--- config.mk ---
export PLATFORM = sky130hd
export DESIGN_NAME = qmaster_2908
export DESIGN_NICKNAME = d
export VERILOG_FILES = /design/src/rtl/qmaster_2908.sv
export SDC_FILE = /design/constraint.sdc
export NUM_CORES = 1
export LEC_CHECK = 0
export ABC_AREA = 1
export CORE_MARGIN = 2
export CORE_UTILIZATION = 40
export DETAILED_ROUTE_END_ITERATION = 7
export GPL_TIMING_DRIVEN = 0
export SLEW_MARGIN = 20
export SYNTH_ARGS = -nofsm -noshare
export SYNTH_HDL_FRONTEND = slang
export SYNTH_SLANG_ARGS = --single-unit
--- constraint.sdc ---
create_clock -name qclk -period 1.4 [get_ports qclk]
set_input_delay 0.14 -clock qclk [delete_from_list [all_inputs] [get_ports qclk]]
set_output_delay 0.14 -clock qclk [all_outputs]
set_load 0.02 [all_outputs]
--- src/rtl/qmaster_2908.sv ---
// QBUS DMA bus master sequencer: arbitrates via DMR/DMG/SACK, runs one DATI or DATO
// cycle through the Am2908 DAL transceivers with an NXM timeout, then releases the bus.
module qmaster_2908 #(
    parameter int ADDR_SETUP  = 3,
    parameter int DATA_SETUP  = 2,
    parameter int READ_SETTLE = 4,
    parameter int NXM_TIMEOUT = 200
) (
    input  logic qclk,
    input  logic RINIT_L,
    input  logic RSYNC,
    input  logic RRPLY,
    input  logic RDMR,
    input  logic RSACK,
    input  logic RDMGI,
    input  logic sRDMGI,
    input  logic RREF,
    output logic TSYNC,
    output logic TWTBT,
    output logic TDIN,
    output logic TDOUT,
    output logic TDMR,
    output logic TSACK,
    output logic TDMGO,
    input  logic dma_read,
    input  logic dma_write,
    output logic assert_addr,
    output logic assert_data,
    output logic bus_master,
    output logic dma_complete,
    output logic DALst,
    output logic DALbe,
    output logic nxm
);

    typedef enum logic [2:0] {
        S_IDLE,
        S_REQ,
        S_WAITBUS,
        S_ADDR,
        S_DATA,
        S_WAITRPLY,
        S_WAITNR,
        S_END
    } state_t;

    localparam logic [7:0] ADDR_LAST   = 8'(ADDR_SETUP - 1);
    localparam logic [7:0] DATA_LAST   = 8'(DATA_SETUP - 1);
    localparam logic [7:0] SETTLE_LAST = 8'(READ_SETTLE - 1);
    localparam logic [7:0] NXM_LAST    = 8'(NXM_TIMEOUT - 1);

    state_t     state_q;
    logic       wr_q;
    logic       settle_q;
    logic [7:0] cnt_q;
    logic [7:0] cnt_d;
    logic       rplySync1_q;
    logic       sRRPLY;

    logic tsync_q, twtbt_q, tdin_q, tdout_q, tdmr_q, tsack_q;
    logic aaddr_q, adata_q, bm_q, done_q, dalst_q, dalbe_q, nxm_q;

    // DMR is only observed through our own grant path and REF matters only for block mode.
    logic unusedInputs;
    assign unusedInputs = ^{RDMR, RSACK, RREF};

    assign cnt_d = cnt_q + 8'd1;

    // A grant arriving while we are not asking for the bus belongs to someone further down the chain.
    assign TDMGO = RDMGI & (state_q == S_IDLE);

    always_ff @(posedge qclk) begin
        if (!RINIT_L) begin
            state_q     <= S_IDLE;
            wr_q        <= 1'b0;
            settle_q    <= 1'b0;
            cnt_q       <= 8'd0;
            rplySync1_q <= 1'b0;
            sRRPLY      <= 1'b0;
            tsync_q     <= 1'b0;
            twtbt_q     <= 1'b0;
            tdin_q      <= 1'b0;
            tdout_q     <= 1'b0;
            tdmr_q      <= 1'b0;
            tsack_q     <= 1'b0;
            aaddr_q     <= 1'b0;
            adata_q     <= 1'b0;
            bm_q        <= 1'b0;
            done_q      <= 1'b0;
            dalst_q     <= 1'b0;
            dalbe_q     <= 1'b0;
            nxm_q       <= 1'b0;
        end else begin
            rplySync1_q <= RRPLY;
            sRRPLY      <= rplySync1_q;
            done_q      <= 1'b0;
            nxm_q       <= 1'b0;

            case (state_q)
                S_IDLE: begin
                    if ((dma_read || dma_write) && !RDMGI) begin
                        wr_q    <= dma_write;
                        tdmr_q  <= 1'b1;
                        state_q <= S_REQ;
                    end
                end

                S_REQ: begin
                    if (sRDMGI) begin
                        tdmr_q  <= 1'b0;
                        tsack_q <= 1'b1;
                        bm_q    <= 1'b1;
                        state_q <= S_WAITBUS;
                    end
                end

                S_WAITBUS: begin
                    if (!RSYNC && !sRRPLY && !sRDMGI) begin
                        aaddr_q <= 1'b1;
                        dalbe_q <= 1'b1;
                        twtbt_q <= wr_q;
                        cnt_q   <= 8'd0;
                        state_q <= S_ADDR;
                    end
                end

                S_ADDR: begin
                    if (cnt_q == ADDR_LAST) begin
                        tsync_q <= 1'b1;
                        aaddr_q <= 1'b0;
                        twtbt_q <= 1'b0;
                        adata_q <= wr_q;
                        dalbe_q <= wr_q;
                        cnt_q   <= 8'd0;
                        state_q <= S_DATA;
                    end else begin
                        cnt_q <= cnt_d;
                    end
                end

                S_DATA: begin
                    if (!wr_q) begin
                        tdin_q   <= 1'b1;
                        cnt_q    <= 8'd0;
                        settle_q <= 1'b0;
                        state_q  <= S_WAITRPLY;
                    end else if (cnt_q == DATA_LAST) begin
                        tdout_q  <= 1'b1;
                        cnt_q    <= 8'd0;
                        settle_q <= 1'b0;
                        state_q  <= S_WAITRPLY;
                    end else begin
                        cnt_q <= cnt_d;
                    end
                end

                // Before RPLY the counter is the NXM timer; after a read RPLY it times the settle delay.
                S_WAITRPLY: begin
                    if (settle_q) begin
                        if (dalst_q) begin
                            dalst_q <= 1'b0;
                            tdin_q  <= 1'b0;
                            state_q <= S_WAITNR;
                        end else if (cnt_q == SETTLE_LAST) begin
                            dalst_q <= 1'b1;
                        end else begin
                            cnt_q <= cnt_d;
                        end
                    end else if (sRRPLY) begin
                        if (wr_q) begin
                            tdout_q <= 1'b0;
                            state_q <= S_WAITNR;
                        end else begin
                            settle_q <= 1'b1;
                            cnt_q    <= 8'd1;
                        end
                    end else if (cnt_q == NXM_LAST) begin
                        tdin_q  <= 1'b0;
                        tdout_q <= 1'b0;
                        tsync_q <= 1'b0;
                        tsack_q <= 1'b0;
                        bm_q    <= 1'b0;
                        adata_q <= 1'b0;
                        dalbe_q <= 1'b0;
                        done_q  <= 1'b1;
                        nxm_q   <= 1'b1;
                        state_q <= S_END;
                    end else begin
                        cnt_q <= cnt_d;
                    end
                end

                S_WAITNR: begin
                    if (!sRRPLY) begin
                        tsync_q <= 1'b0;
                        tsack_q <= 1'b0;
                        bm_q    <= 1'b0;
                        adata_q <= 1'b0;
                        dalbe_q <= 1'b0;
                        done_q  <= 1'b1;
                        state_q <= S_END;
                    end
                end

                S_END: begin
                    state_q <= S_IDLE;
                end

                default: begin
                    state_q <= S_IDLE;
                end
            endcase
        end
    end

    assign TSYNC        = tsync_q;
    assign TWTBT        = twtbt_q;
    assign TDIN         = tdin_q;
    assign TDOUT        = tdout_q;
    assign TDMR         = tdmr_q;
    assign TSACK        = tsack_q;
    assign assert_addr  = aaddr_q;
    assign assert_data  = adata_q;
    assign bus_master   = bm_q;
    assign dma_complete = done_q;
    assign DALst        = dalst_q;
    assign DALbe        = dalbe_q;
    assign nxm          = nxm_q;

endmodule

==> flow_summary.json, run 1 <==
{
  "final_cells": 364,
  "grt_antenna_before_repair": 0,
  "largest_reg_flops": 8,
  "worst_pin_slew_ps": 526,
  "p_per_area_nw_per_um2": 1260,
  "layout.nets": 329,
  "rsz0062_at_grt": "yes",
  "routabilityCongestion": 0.863,
  "ys_seq_elements": 27,
  "worstSetupStartpointType": "flop",
  "syn-num-nets": 276,
  "vias": 1841,
  "r2r_slack_ps": -100,
  "clock-sinks": 27,
  "overflow": 0,
  "p_leak_uw": 0.00126,
  "synthCells": 262,
  "worst-setup-path-type": "flop to flop",
  "cts-buffers-inserted": 3,
  "routed_wl_mm": 4.53,
  "ys.flop_type": "dfxtp_1",
  "final_hold_viol_count": 0,
  "path_max_fanout": 8,
  "crit_required_ps": 1620,
  "peakVddDrop_mv": 0.738,
  "synthDistinctLibCells": 33,
  "coreArea_sq_um": 4000,
  "diodes": 0,
  "async_reset_ff_share_pct": 0,
  "drc": 0,
  "critPathSlowestCell": "dfxtp_2",
  "synth_top_area_share_pct": 32.7,
  "syn2layout_area_growth_pct": 48.0,
  "cp_common_cell": "nand2_2",
  "top_register": "cnt_q",
  "timing.final.ws_setup_ps": -96.0,
  "chipHeight_microns": 68.3,
  "max_freq_mhz": 668,
  "path_clk_slew_ps": 100,
  "grt_pass1_wl_mm": 7.65,
  "maxCapViolCount": 0,
  "dr.pass1.iters": 4,
  "cts_tree": "built",
  "syn_area_per_cell_sq_um": 6.31,
  "placed_area_sq_um": 1950,
  "violations": "negative setup slack",
  "start_util_pct": 41.3,
  "status": "complete, but fails checks",
  "wl_per_cell_microns": 12.4,
  "post-synth-top-area-cell": "dfxtp_1",
  "yosysSeqAreaShare_pct": 32.7,
  "worstSetupEndpointType": "flop",
  "synth_common_cells": "nand2_1, nor2_1, inv_1",
  "total_power_uw": 3070,
  "final_antenna_net_count": 0,
  "critPathMaxStageDelay_ps": 330,
  "cts_buffer_depth": 2,
  "via_per_inst": 5.06,
  "synth_area_leaders": "dfxtp_1, nand2_1, nor2_1",
  "synth-edff-count": 0,
  "finClkSkew_ps": 6.41,
  "reg.largest.list": "cnt_q: 8 flops, state_q: 3 flops",
  "min_period_ps": 1500,
  "cts_root_buffer": "clkbuf_8",
  "max-slew-margin-rel_pct": 64.9,
  "ios": 25,
  "clk_latency_ps": 280,
  "placementRows": 23,
  "post-synth-top-count-cell": "nand2_1",
  "yosysWarningCount": 0,
  "htree_levels": 1,
  "dp_cells": 333,
  "drtIter0Drc": 125,
  "fin_area_sq_um": 2450,
  "cp_cell_sequence": "buf_8 > nand3_4 > inv_6 > nand2_4 > nand2_2 > inv_2 > nand2_2 > nor2_4 > buf_6 > nand3b_1 > a21oi_2",
  "portBuffers": 21,
  "finalMaxSlewViolations": 0,
  "syn-cell-area_sq_um": 1650,
  "die_area_sq_um": 4660,
  "post-route-period-util_pct": 107,
  "dp.final_hpwl_mm": 3.11,
  "grt_pass1_vias": 1737,
  "grt_max_degree": 16,
  "cp.arrival_ps": 1710,
  "grt.total_usage_pct": 21.8,
  "layout-drive-gt1-share_pct": 37.3,
  "die_w_microns": 68.3,
  "worstHoldPathType": "input port to flop",
  "setup_viol": 16
}
[power by group]
part           leakage, uW  internal [uW]  switching [uW]  total (uW)
clock            0.0000255            200             261         461
combinational      0.00101            665             877        1540
sequential        0.000225            917             151        1070
total              0.00126           1780            1290        3070
[final cells by class]
class / instances / area (sq um)
Buffer: 5 / 42.5
Clock buffer: 3 / 41.3
Clock inverter: 1 / 5.00
Fill cell: 374 / 1550
Inverter: 38 / 154
Multi-Input combinational cell: 192 / 1130
Sequential cell: 27 / 563
Tap cell: 50 / 62.6
Timing Repair Buffer: 48 / 443
[worst max-delay path, delay by kind of cell, from the launching register on]
family | cells | cell delay, ps
compound gates | 1 | 120
simple gates | 6 | 570
buf+inv | 4 | 400
flops | 1 | 330
[repair_timing]
item                                    4_1_cts  5_1_grt
hold buffers                                  0        0
gates cloned                                  1        0
pin swaps                                    26       15
buffers inserted                             23        3
endpoints found under the setup margin       19       31
resized for setup                            61       33
[layer usage]
layer,GRT usage (%),vias to the layer above,wire (microns)
met5,0,-,0
met4,2.75,0,38
met3,3.95,4,188
met2,42.5,39,2370
met1,24.9,856,1930
li1,-,942,-
[logic make-up (layout without fill, tap and decap cells)]
logic type      after synthesis  in the layout  share of synthesized area (%)
compound gates               40             40                           14.5
fa+ha+maj                     3              3                           2.27
buf+inv                      43             95                           10.9
flops                        27             27                           32.7
simple gates                149            149                           39.7
[layout by cell type, fill, tap and decap left out, types with 3 or more instances in the layout]
cell / Yosys / routed
clkdlybuf4s50_1: 0 / 10
o21ai_1: 2 / 3
buf_6: 1 / 3
nand3_1: 13 / 11
buf_4: 2 / 26
clkbuf_8: 0 / 3
dlymetal6s2s_1: 0 / 9
o21ai_2: 1 / 3
nor2_2: 2 / 12
inv_2: 2 / 5
nor2_4: 1 / 4
o21ai_0: 6 / 3
a21oi_1: 17 / 15
dfxtp_2: 0 / 6
o211ai_1: 4 / 4
nand2_2: 2 / 21
dfxtp_4: 0 / 4
nand4_1: 5 / 5
a21oi_2: 3 / 5
nand2_4: 1 / 5
dfxtp_1: 27 / 17
nand3_2: 4 / 4
nand2_1: 77 / 54
nor3_2: 0 / 4
nor2_1: 35 / 22
inv_1: 34 / 29
[per-stage QoR]
step | worst slack [ps] | util (%) | hold WS (ps) | TNS [ps]
2_1_floorplan | -20.0 | - | 238 | -57.6
5_1_grt | -193 | 61.2 | 260 | -2740
6_report | -96.0 | 61.2 | 245 | -773
4_1_cts | -68.3 | 58.3 | 386 | -596
3_5_place_dp | -267 | 48.7 | 403 | -4070
3_3_place_gp | -269 | 48.7 | 398 | -4010
[worst paths after layout]
kind                    to   startpoint  cells after the start
setup / recovery  cnt_q[7]   state_q[2]                     11
hold / removal    cnt_q[0]      RINIT_L                      3
setup reg to reg  cnt_q[7]   state_q[2]                     11
hold reg to reg     sRRPLY  rplySync1_q                      2
Note: power is estimated with default switching activity, not from simulation.
==> run 2, diff against run 1 <==
--- a/config.mk
+++ b/config.mk
@@ -10,6 +10,7 @@
 export CORE_UTILIZATION = 40
 export DETAILED_ROUTE_END_ITERATION = 7
 export GPL_TIMING_DRIVEN = 0
+export PLACE_DENSITY = 0.65
 export SLEW_MARGIN = 20
 export SYNTH_ARGS = -nofsm -noshare
 export SYNTH_HDL_FRONTEND = slang
==> constraint.sdc (replaced) <==
create_clock -name qclk -period 1.85 [get_ports qclk]
set_input_delay 0.185 -clock qclk [delete_from_list [all_inputs] [get_ports qclk]]
set_output_delay 0.185 -clock qclk [all_outputs]
set_load 0.02 [all_outputs]
==> run 2 against run 1 <==
Against the previous run:
- the flow now finishes without violations
- cell count fell by 7.4%
- cell area decreased by 19%
- critical path depth unchanged
- combinational power down 43%
- clock skew is 7.7 ps higher
- global-route usage fell by 2.8 points
- sequential power shrank 27%
- fmax fell by 13%
- largest cell class unchanged
- highest routed layer unchanged
==> flow_summary.json, run 2 (synthesis gave the netlist of run 1 again) <==
{
  "status": "finished clean",
  "top_register": "cnt_q",
  "clk_latency_ps": 290,
  "ff_latch_area_sq_um": 546,
  "whs_ps": 405,
  "dp.final_hpwl_mm": 3.07,
  "die_w_microns": 68.3,
  "htree_levels": 1,
  "grt_antenna_before_repair": 0,
  "cts_root_buffer": "clkbuf_8",
  "critPathSlowestCell": "dfxtp_4",
  "timing.critical_path.buf_inv": 2,
  "reg.largest.list": "cnt_q: 8 flops, state_q: 3 flops",
  "wl_per_cell_microns": 11.7,
  "routed_wl_mm": 3.95,
  "setup_viol": 0,
  "r2r_slack_ps": 120,
  "dr.pass1.iters": 4,
  "crit_required_ps": 2020,
  "peakVddDrop_mv": 0.491,
  "coreArea_sq_um": 4000,
  "final_cell_mix": "nand2_1, nor2_1, inv_1, dfxtp_1, clkdlybuf4s50_1",
  "timing.final.ws_setup_ps": 122,
  "diodes": 0,
  "max_freq_mhz": 579,
  "grt_max_degree": 17,
  "worst-setup-path-type": "flop to flop",
  "critPathMaxStageDelay_ps": 400,
  "layout_commonest_cell": "nand2_1",
  "grt_pass1_vias": 1586,
  "portBuffers": 21,
  "cts_buffer_depth": 2,
  "die_area_sq_um": 4660,
  "final_antenna_net_count": 0,
  "multi_input_area_sq_um": 932,
  "final_hold_viol_count": 0,
  "overflow": 0,
  "cts_tree": "built",
  "grt_pass1_wl_mm": 6.67,
  "worstHoldPathType": "flop to flop",
  "finalMaxSlewViolations": 0,
  "maxCapViolCount": 0,
  "dp_cells": 333,
  "place_ws_ps": 7.03,
  "cp_cell_sequence": "ha_1 > nand2_1 > inv_1 > nand2_1 > nor2_1 > nand3_1 > nand2_1 > nor2_4 > buf_6 > o21ai_0 > nor2_1",
  "vias": 1686,
  "chipHeight_microns": 68.3,
  "fin_util_pct": 49.5,
  "via_per_inst": 5.00,
  "placementRows": 23,
  "grt.total_usage_pct": 19.0,
  "worstSetupStartpointType": "flop",
  "routabilityCongestion": 0.912,
  "post_cts_buffers": 0,
  "min_period_ps": 1730,
  "layout-drive-gt1-share_pct": 9.41,
  "cts-buffers-inserted": 3,
  "drtIter0Drc": 94,
  "syn2layout_area_growth_pct": 19.7,
  "path_clk_slew_ps": 110,
  "layout.nets": 302,
  "tns_ps": 0,
  "ctsHoldBuffers": 0,
  "rsz0062_at_grt": "no",
  "p_per_area_nw_per_um2": 1020,
  "final_cells": 337,
  "path_max_fanout": 10,
  "start_util_pct": 41.3,
  "p_leak_uw": 0.000895,
  "largest_reg_flops": 8,
  "max-slew-margin-rel_pct": 64.9,
  "cp_common_cell": "nand2_1",
  "clock-sinks": 27,
  "worstSetupEndpointType": "flop",
  "worst_pin_slew_ps": 526,
  "cp.arrival_ps": 1900,
  "post-route-period-util_pct": 93.4,
  "ios": 25,
  "n_fill_cell": 428,
  "drc": 0,
  "finClkSkew_ps": 14.1,
  "crit_family": "simple AND/OR/NAND/NOR gates"
}
[run 2: through the flow]
step | cell area, sq um | power, uW
2_1_floorplan | 1650 | 1410
3_3_place_gp | 1930 | 1660
3_5_place_dp | 1930 | 1670
4_1_cts | 1970 | 2030
5_1_grt | 1980 | 2200
6_report | 1980 | 2020
[run 2: worst paths after layout]
path | to | cells after the start | startpoint
worst max-delay path | cnt_q[1] | 11 | cnt_q[0]
worst min-delay path | sRRPLY | 2 | rplySync1_q
worst max register to register | cnt_q[1] | 11 | cnt_q[0]
worst min register to register | sRRPLY | 2 | rplySync1_q
[run 2: where the power goes]
part | internal [uW] | switching (uW) | total, uW
logic | 349 | 532 | 882
registers | 677 | 98.4 | 776
clock network | 154 | 208 | 362
[run 2: timing repair]
| item | CTS | global route |
|---|---|---|
| endpoints found under the hold margin | 0 | 0 |
| cloned | 0 | 0 |
| setup endpoints to repair | 2 | 7 |
| gates resized for setup | 2 | 2 |
[run 2: metal layers]
metal,track usage [%],vias up,part of all wire [%]
met1,23.6,772,49
met2,33.5,24,47
met5,0,-,0
met4,4.00,0,0.48
met3,3.95,4,3.1
li1,-,886,-
[run 2: tightest hold or removal path, delay by kind of cell (launching register included)]
| family | cells | cell delay [ps] |
|---|---|---|
| buf+inv | 1 | 30 |
| simple gates | 1 | 50 |
| flops | 1 | 310 |
[run 2: final cells by class]
cell class	instances	area share, %
Buffer	5	1.77
Clock buffer	3	2.09
Clock inverter	1	0.380
Inverter	38	7.34
Multi-Input combinational cell	192	47.1
Sequential cell	27	27.6
Tap cell	50	3.16
Timing Repair Buffer	21	10.6
==> run 3, diff against run 2 <==
--- a/config.mk
+++ b/config.mk
@@ -7,10 +7,11 @@
 export LEC_CHECK = 0
 export ABC_AREA = 1
 export CORE_MARGIN = 2
-export CORE_UTILIZATION = 40
+export CORE_UTILIZATION = 45
 export DETAILED_ROUTE_END_ITERATION = 7
 export GPL_TIMING_DRIVEN = 0
-export PLACE_DENSITY = 0.65
+export PLACE_DENSITY = 0.71
+export SKIP_LAST_GASP = 1
 export SLEW_MARGIN = 20
 export SYNTH_ARGS = -nofsm -noshare
 export SYNTH_HDL_FRONTEND = slang
==> run 3 against run 2 <==
Against the previous run:
- via count is 1.2% lower
- sequential share of layout area is 0.052 points lower
- non-clock buffer count stayed put
- die area is 10% lower
- power is 0.43% lower
- global-route usage is 1.1 points higher
- fmax is 3.8% higher
- setup slack better by 63 ps
- cell count is 0.59% lower
- hold slack better by 14 ps
==> flow_summary.json, run 3 (synthesis gave the netlist of run 1 again) <==
{
  "status": "finished clean",
  "drtIter0Drc": 65,
  "cts-buffers-inserted": 3,
  "portBuffers": 21,
  "cp.depth": 11,
  "cts_buffer_depth": 2,
  "dp_cells": 331,
  "crit_family": "simple AND/OR/NAND/NOR gates",
  "max_freq_mhz": 601,
  "chipHeight_microns": 64.6,
  "worstSetupStartpointType": "flop",
  "drc": 0,
  "path_clk_slew_ps": 90,
  "dp.final_hpwl_mm": 2.91,
  "r2r_slack_ps": 180,
  "syn2layout_area_growth_pct": 19.9,
  "min_period_ps": 1670,
  "cts_resized": 1,
  "grt_pass1_vias": 1512,
  "dr_wl_met3_microns": 135,
  "top_layer_used": "met4",
  "ios": 25,
  "diodes": 0,
  "final_antenna_net_count": 0,
  "routed_wl_mm": 3.79,
  "final_cell_mix": "nand2_1, inv_1, nor2_1, dfxtp_1, clkdlybuf4s50_1",
  "htree_levels": 1,
  "post-route-period-util_pct": 90.0,
  "critPathSlowestCell": "dfxtp_4",
  "placementRows": 22,
  "timing.critical_path.buf_inv": 2,
  "dr.pass1.iters": 4,
  "critPathMaxStageDelay_ps": 400,
  "p_per_area_nw_per_um2": 1010,
  "die_w_microns": 64.6,
  "grt_antenna_before_repair": 0,
  "path_max_fanout": 10,
  "n_fill_cell": 381,
  "worst_pin_slew_ps": 516,
  "clock-sinks": 27,
  "crit_required_ps": 2020,
  "p_leak_uw": 0.000896,
  "start_util_pct": 45.8,
  "ctsHoldBuffers": 0,
  "reg.largest.list": "cnt_q: 8 flops, state_q: 3 flops",
  "via_per_inst": 4.97,
  "die_area_sq_um": 4170,
  "cp_cell_sequence": "ha_1 > nand2_1 > inv_1 > nand2_1 > nor2_2 > nand3_1 > nand2_1 > nor2_4 > buf_6 > o21ai_0 > nor2_1",
  "min_to": "sRRPLY",
  "worstHoldPathType": "flop to flop",
  "final_hold_viol_count": 0,
  "finalMaxSlewViolations": 0,
  "peakVddDrop_mv": 0.499,
  "wl_met1_mm": 1.73,
  "r2r_end": "cnt_q[1]",
  "hold_start": "rplySync1_q",
  "finClkSkew_ps": 4.33,
  "grt.total_usage_pct": 20.0,
  "clk_latency_ps": 280,
  "cts_root_buffer": "clkbuf_8",
  "overflow": 0,
  "worstSetupEndpointType": "flop",
  "cts_tree": "built",
  "routabilityCongestion": 0.882,
  "grt_max_degree": 15,
  "final_cells": 335,
  "vias": 1666,
  "coreArea_sq_um": 3610,
  "max-slew-margin-rel_pct": 65.6,
  "rr_worst_depth": 11,
  "hold_path_depth": 2,
  "top_register": "cnt_q",
  "maxCapViolCount": 0,
  "rsz0062_at_grt": "yes",
  "wl_per_cell_microns": 11.3,
  "total_power_uw": 2010,
  "worst-setup-path-type": "flop to flop",
  "cp.arrival_ps": 1840,
  "layout-drive-gt1-share_pct": 10.5,
  "layout_commonest_cell": "nand2_1",
  "grt_pass1_wl_mm": 6.56,
  "post_cts_buffers": 0,
  "setup_viol": 0,
  "largest_reg_flops": 8,
  "layout.nets": 302,
  "timing.rr.start": "cnt_q[0]",
  "wl_met2_mm": 1.85,
  "cp_common_cell": "nand2_1"
}
[run 3: cell types whose count changed in the layout (fill, tap and decap cells not counted), sizes merged]
cell      previous run  this run
clkbuf               4         5
clkinvlp             1         0
[run 3: metrics by stage]
stage / TNS (ps) / setup WS, ps / util (%) / area (sq um) / hold WS (ps)
6_report: 0 / 185 / 55.0 / 1980 / 419
5_1_grt: -23.9 / -23.9 / 55.0 / 1980 / 439
4_1_cts: 0 / 24.7 / 54.5 / 1970 / 424
3_5_place_dp: 0 / 42.7 / 53.3 / 1920 / 401
3_3_place_gp: 0 / 49.4 / 53.3 / 1920 / 397
2_1_floorplan: 0 / 287 / - / 1650 / 283
[run 3: worst max path at each step]
| stage | to | start |
|---|---|---|
| after floorplan | cnt_q[1] | cnt_q[0] |
| after global placement | cnt_q[6] | cnt_q[0] |
| after detailed placement | cnt_q[1] | cnt_q[0] |
| after CTS | cnt_q[1] | cnt_q[0] |
| after global routing | cnt_q[1] | cnt_q[0] |
| final | cnt_q[1] | cnt_q[0] |
[run 3: power by group]
group          switching, uW  internal (uW)  total (uW)
logic                    535            354         889
clock network            191            155         346
registers               98.2            677         776
[run 3: layout make-up]
cell class	instances	area (sq um)	share of cell area (%)
multi-input cells	192	942	47.5
flip-flops and latches	27	546	27.5
repair buffers	21	209	10.5
inverters	38	145	7.32
well taps	48	60.1	3.03
clock buffers	4	45.0	2.27
plain buffers	5	35.0	1.77
[run 3: worst register-to-register path: cells and delay by family (launching register included)]
family	cells	cell delay, ps
flip-flops	1	400
AND/OR/NAND/NOR	7	620
buffers and inverters	2	200
adder cells (fa/ha/maj)	1	210
AO/OA/AOI/OAI	1	140
[run 3: metal layers]
metal	vias up	global-route usage (%)
met2	24	36.7
met5	-	0
met3	6	3.65
met4	0	6.65
li1	886	-
met1	750	23.3
